File: src/rtl/regfile_wb_sink_pkg.sv
// Shared constants for the write-back register file sink.
// Index widths, the x0 index and the zero word.
package regfile_wb_sink_pkg;

  localparam int XLEN      = 32;
  localparam int REG_IDX_W = 5;

  localparam logic [REG_IDX_W-1:0] X0     = '0;
  localparam logic [XLEN-1:0]      ZERO_W = '0;

  function automatic logic is_commit(
    input logic                 we,
    input logic [REG_IDX_W-1:0] rd
  );
    return we && (rd != X0);
  endfunction

endpackage

File: src/rtl/regfile_wb_sink_if.sv
// Write-back bus from the WB stage into the register file.
// The WB stage is master; the register file is slave.
interface regfile_wb_sink_if #(
  parameter int XLEN = regfile_wb_sink_pkg::XLEN
);

  logic                                   WB_RegWrite;
  logic [XLEN-1:0]                        WB_WriteData;
  logic [regfile_wb_sink_pkg::REG_IDX_W-1:0] WB_Rd;
  logic [XLEN-1:0]                        WB_PC;

  modport master (
    output WB_RegWrite,
    output WB_WriteData,
    output WB_Rd,
    output WB_PC
  );

  modport slave (
    input WB_RegWrite,
    input WB_WriteData,
    input WB_Rd,
    input WB_PC
  );

endinterface

File: src/rtl/regfile_wb_sink_read_port.sv
// One combinational read port: x0 and reset force zero,
// optional same-cycle forwarding of the committing write.
module regfile_read_port
  import regfile_wb_sink_pkg::*;
#(
  parameter int XLEN      = 32,
  parameter bit BYPASS_EN = 1'b1
) (
  input  logic                 reset_n,
  input  logic [REG_IDX_W-1:0] i_idx,
  input  logic [XLEN-1:0]      i_word,
  input  logic                 i_commit,
  input  logic [REG_IDX_W-1:0] i_wb_rd,
  input  logic [XLEN-1:0]      i_wb_data,
  output logic [XLEN-1:0]      o_data
);

  logic w_hit;

  assign w_hit = BYPASS_EN && i_commit && (i_idx == i_wb_rd);

  always_comb begin
    o_data = XLEN'(ZERO_W);
    if (!reset_n || (i_idx == X0)) begin
      o_data = XLEN'(ZERO_W);
    end else if (w_hit) begin
      o_data = i_wb_data;
    end else begin
      o_data = i_word;
    end
  end

endmodule

File: src/rtl/regfile_wb_sink.sv
// Integer register file terminating the WB stage, with
// two bypassed read ports, a debug port and commit bookkeeping.
module regfile_wb_sink
  import regfile_wb_sink_pkg::*;
#(
  parameter int XLEN      = 32,
  parameter int NREGS     = 32,
  parameter bit BYPASS_EN = 1'b1,
  parameter int CNT_W     = 64
) (
  input  logic                 clk,
  input  logic                 reset_n,
  regfile_wb_sink_if.slave     wb,
  input  logic [REG_IDX_W-1:0] ID_Rs1,
  input  logic [REG_IDX_W-1:0] ID_Rs2,
  output logic [XLEN-1:0]      RF_Rs1Data,
  output logic [XLEN-1:0]      RF_Rs2Data,
  input  logic [REG_IDX_W-1:0] DBG_Addr,
  output logic [XLEN-1:0]      DBG_Data,
  output logic [CNT_W-1:0]     RF_WriteCount,
  output logic [XLEN-1:0]      RF_LastPC,
  output logic [REG_IDX_W-1:0] RF_LastRd
);

  logic [XLEN-1:0]      r_regs [NREGS];
  logic [CNT_W-1:0]     r_cnt;
  logic [XLEN-1:0]      r_last_pc;
  logic [REG_IDX_W-1:0] r_last_rd;
  logic                 w_commit;

  // A write arriving while reset is low is dropped.
  assign w_commit = reset_n && is_commit(wb.WB_RegWrite, wb.WB_Rd);

  always_ff @(posedge clk) begin
    if (!reset_n) begin
      for (int i = 0; i < NREGS; i++) begin
        r_regs[i] <= '0;
      end
      r_cnt     <= '0;
      r_last_pc <= '0;
      r_last_rd <= '0;
    end else if (w_commit) begin
      r_regs[wb.WB_Rd] <= wb.WB_WriteData;
      r_cnt     <= r_cnt + {{(CNT_W-1){1'b0}}, 1'b1};
      r_last_pc <= wb.WB_PC;
      r_last_rd <= wb.WB_Rd;
    end
  end

  regfile_read_port #(.XLEN(XLEN), .BYPASS_EN(BYPASS_EN)) u_rd1 (
    .reset_n   (reset_n),
    .i_idx     (ID_Rs1),
    .i_word    (r_regs[ID_Rs1]),
    .i_commit  (w_commit),
    .i_wb_rd   (wb.WB_Rd),
    .i_wb_data (wb.WB_WriteData),
    .o_data    (RF_Rs1Data)
  );

  regfile_read_port #(.XLEN(XLEN), .BYPASS_EN(BYPASS_EN)) u_rd2 (
    .reset_n   (reset_n),
    .i_idx     (ID_Rs2),
    .i_word    (r_regs[ID_Rs2]),
    .i_commit  (w_commit),
    .i_wb_rd   (wb.WB_Rd),
    .i_wb_data (wb.WB_WriteData),
    .o_data    (RF_Rs2Data)
  );

  regfile_read_port #(.XLEN(XLEN), .BYPASS_EN(1'b0)) u_dbg (
    .reset_n   (reset_n),
    .i_idx     (DBG_Addr),
    .i_word    (r_regs[DBG_Addr]),
    .i_commit  (1'b0),
    .i_wb_rd   (X0),
    .i_wb_data (XLEN'(ZERO_W)),
    .o_data    (DBG_Data)
  );

  assign RF_WriteCount = r_cnt;
  assign RF_LastPC     = r_last_pc;
  assign RF_LastRd     = r_last_rd;

endmodule

File: src/flat_wrapper.sv
// flat-port wrapper written by rule: the top's interface ports become plain ports
module regfile_wb_sink_flat import regfile_wb_sink_pkg::*;
#(
  parameter int XLEN      = 32,
  parameter int NREGS     = 32,
  parameter bit BYPASS_EN = 1'b1,
  parameter int CNT_W     = 64
)
  (clk, reset_n, ID_Rs1, ID_Rs2, RF_Rs1Data, RF_Rs2Data, DBG_Addr, DBG_Data, RF_WriteCount, RF_LastPC, RF_LastRd, wb_WB_RegWrite, wb_WB_WriteData, wb_WB_Rd, wb_WB_PC);
  regfile_wb_sink_if #(.XLEN(XLEN)) wb_i ();
  input  logic clk;
  input  logic reset_n;
  input  logic [REG_IDX_W-1:0] ID_Rs1;
  input  logic [REG_IDX_W-1:0] ID_Rs2;
  output logic [XLEN-1:0] RF_Rs1Data;
  output logic [XLEN-1:0] RF_Rs2Data;
  input  logic [REG_IDX_W-1:0] DBG_Addr;
  output logic [XLEN-1:0] DBG_Data;
  output logic [CNT_W-1:0] RF_WriteCount;
  output logic [XLEN-1:0] RF_LastPC;
  output logic [REG_IDX_W-1:0] RF_LastRd;
  input wire logic [$bits(wb_i.WB_RegWrite)-1:0] wb_WB_RegWrite;
  input wire logic [$bits(wb_i.WB_WriteData)-1:0] wb_WB_WriteData;
  input wire logic [$bits(wb_i.WB_Rd)-1:0] wb_WB_Rd;
  input wire logic [$bits(wb_i.WB_PC)-1:0] wb_WB_PC;
  assign wb_i.WB_RegWrite = wb_WB_RegWrite;
  assign wb_i.WB_WriteData = wb_WB_WriteData;
  assign wb_i.WB_Rd = wb_WB_Rd;
  assign wb_i.WB_PC = wb_WB_PC;
  regfile_wb_sink #(.XLEN(XLEN), .NREGS(NREGS), .BYPASS_EN(BYPASS_EN), .CNT_W(CNT_W)) u_core (.clk(clk), .reset_n(reset_n), .wb(wb_i), .ID_Rs1(ID_Rs1), .ID_Rs2(ID_Rs2), .RF_Rs1Data(RF_Rs1Data), .RF_Rs2Data(RF_Rs2Data), .DBG_Addr(DBG_Addr), .DBG_Data(DBG_Data), .RF_WriteCount(RF_WriteCount), .RF_LastPC(RF_LastPC), .RF_LastRd(RF_LastRd));
endmodule
File: config.mk
export PLATFORM = sky130hd
export DESIGN_NAME = regfile_wb_sink_flat
export DESIGN_NICKNAME = d
export VERILOG_FILES = /design/src/rtl/regfile_wb_sink_pkg.sv /design/src/rtl/regfile_wb_sink_if.sv /design/src/rtl/regfile_wb_sink_read_port.sv /design/src/rtl/regfile_wb_sink.sv /design/src/flat_wrapper.sv
export SDC_FILE = /design/constraint.sdc
export NUM_CORES = 2
export LEC_CHECK = 0
export ABC_CLOCK_PERIOD_IN_PS = 4900
export CAP_MARGIN = 20
export CELL_PAD_IN_SITES_DETAIL_PLACEMENT = 0
export CELL_PAD_IN_SITES_GLOBAL_PLACEMENT = 1
export CORE_MARGIN = 2
export CORE_UTILIZATION = 47
export DETAILED_ROUTE_END_ITERATION = 10
export PLACE_DENSITY = 0.82
export SLEW_MARGIN = 20
export SYNTH_ARGS = -nofsm -noshare
export SYNTH_HDL_FRONTEND = slang
export SYNTH_SLANG_ARGS = --single-unit
File: constraint.sdc
create_clock -name clk -period 4.9 [get_ports clk]
set_input_delay 0.735 -clock clk [delete_from_list [all_inputs] [get_ports clk]]
set_output_delay 0.735 -clock clk [all_outputs]
set_load 0.005 [all_outputs]
==> metrics <==
Num CTS Buffers=130; Net count, final=5354; # setup viols final=6; status=finished with violations; Final Worst Setup Slack=-0.0771 ns; Root Driver=clkbuf_16; Worst VDD drop=0.336 mV; RD Place Congestion=0.937; top cells by area, synth=edfxtp_1, mux4_2, and2_1, mux2i_1, dfxtp_1; cell area after layout=77800 sq um; DR vias/cell=7.12; num ports=284; sequential power share=46.1%; failing checks=setup timing; total power=24.6 mW; largest net degree at the start of global routing=129; Crit. End Element=primary output; GRT Residual Overflow=0; Final Max Tran Viols=0; CTS resizes=0; CTS tree=built; Die H=382 microns; P_leak=27.2 nW; clock share of power=37.8%; initial antenna violation count=17; Total GRT Usage=35.4%; via count=51700; kind of critical path=in -> out; placed inst area=73800 sq um; Pint=17.9 mW; switching pwr=6.74 mW; # Post-CTS Setup Buffers=0; FP Rows=138; Switching Share=27.4%; final WL=263000 microns; Die W=382 microns; worst-path fanout max=33; htree depth=4; power density over the cells=317 nW/um^2; post-synth top area share=45.8%; Crit path arrival time=4.24 ns; global-route wire length before repair=367000 microns; Yosys reg bits=1125; Yosys warnings=0; Post-Layout Cell Count=7264; Max clock buf depth=3; cts hold-fix bufs=0; final critical-path share of the clock period=102%; RSZ-0062 raised after global routing=no; Clock Pin Slew Worst Setup and Hold Paths=0.06 ns; clock latency on the worst-skew pair=0.79 ns; final hold vios=0; final setup skew=0.0112 ns; syn_area_per_cell=13.1 sq um; Cells after Synth=5111; antenna-violating nets left=0; TritonRoute pass-1 iters=8; routed len/inst=36.1 microns; Initial Util=47.4%; number of global-route vias before repair=50100; Post-synth ARST share=0%; Slew headroom=11.1%; dpl cells=7023; sequential share of the synthesized area=48.8%; min-delay worst type=in -> reg; worst hold slack=0.343 ns; max cap viols=0; Post-Syn Area=67200 sq um; commonest non-fill, non-tap cell in the layout=edfxtp_1; layout cells sized above 1=19.6%; area leader, netlist=edfxtp_1; most frequent cells in the layout=edfxtp_1, and2_1, mux4_2, mux2i_1, clkdlybuf4s50_1; Initial DRC Count=8578; Port Buffer Count=283; Core Box Area=142000 sq um; Sink Count=1125; DRC violations left=0; top_reg_cell synth=edfxtp_1; Setup crit start kind=input port; Max Clock Freq=0.201 GHz; die footprint=146000 sq um; Netlist cell types=52; Tightest Pin Transition=1.32 ns; Area Overhead vs Synth=15.9%; Core Util, Final=54.9%; HPWL Detailed=165000 microns; Post-synth EDFFs=1024; Combinational Power Share=16.2%; Worst Path Required=4.16 ns; min Tclk post-route=4.98 ns
through the flow:
| stage | setup WS [ns] | TNS, ns |
|---|---|---|
| global route | 0.0488 | 0 |
| detailed placement | 0.328 | 0 |
| CTS | 0.326 | 0 |
| finish | -0.0771 | -0.247 |
| global placement | 0.336 | 0 |
| floorplan | 0.265 | 0 |
critical path, stage by stage:
cell and delay (ns):
buf_8 0.19, buf_12 0.28, nor4_1 1.10, nor3_1 0.19, o31ai_4 0.12, buf_4 0.41
a21oi_1 0.28, a221o_1 0.33, clkdlybuf4s50_1 0.45
layout make-up:
class,instances,area [sq um]
Antenna cell,12,30.0
Tap cell,1890,2360
Clock inverter,51,395
Fill cell,11300,63900
Clock buffer,177,3550
Timing Repair Buffer,551,5670
Inverter,11,46.3
Sequential cell,1125,32800
Multi-Input combinational cell,3447,33000
final timing paths:
path | startpoint | end | slack, ns | cells past startpoint
worst max-delay path | ID_Rs1[0] | RF_Rs1Data[16] | -0.08 | 9
worst max register to register | u_core.RF_WriteCount[5] | u_core.RF_WriteCount[44] | 2.07 | 5
worst min register to register | u_core.RF_LastPC[22] | u_core.RF_LastPC[22] | 0.45 | 2
worst min-delay path | reset_n | u_core.RF_WriteCount[45] | 0.34 | 3
power by group through the flow:
stage	sequential (mW)	combinational [mW]	clock, mW
final	11.3	3.98	9.31
after global routing	11.4	4.08	9.67
after CTS	11.3	3.88	9.32
after detailed placement	11.5	3.87	0
after global placement	11.5	3.83	0
after floorplan	11.4	2.24	0
cells by family after synthesis:
group | share of synthesized area, %
AO/OA/AOI/OAI | 10.3
XOR/XNOR | 0.522
adder cells (fa/ha/maj) | 0.0186
buffers and inverters | 3.35
flip-flops | 48.8
multiplexers | 24.8
other | 0.00558
AND/OR/NAND/NOR | 12.2
sequential cells by signal (all words and copies together), names as in the netlist:
signal,cells
u_core.RF_LastPC,32
u_core.RF_LastRd,5
u_core.RF_WriteCount,64
u_core.r_regs,1024
per-layer routing:
metal / vias to the layer above / wire [microns] / global-route usage, %
met2: 4332 / 118000 / 53.3
li1: 20500 / - / -
met1: 26000 / 89200 / 43.9
met5: - / 123 / 0.231
met3: 881 / 36800 / 11.8
met4: 12 / 18500 / 22.1
synth_stat cells (all sizes together), types with 76 or more instances:
master and n:
a21oi 195, dfxtp 101, o221ai 128, nor2 76
mux2i 512, buf 136, mux4 512, edfxtp 1024
nand2 168, and2 997, a22oi 193, clkbuf 423
a221oi 128
Power figures use the tool's default switching activity.
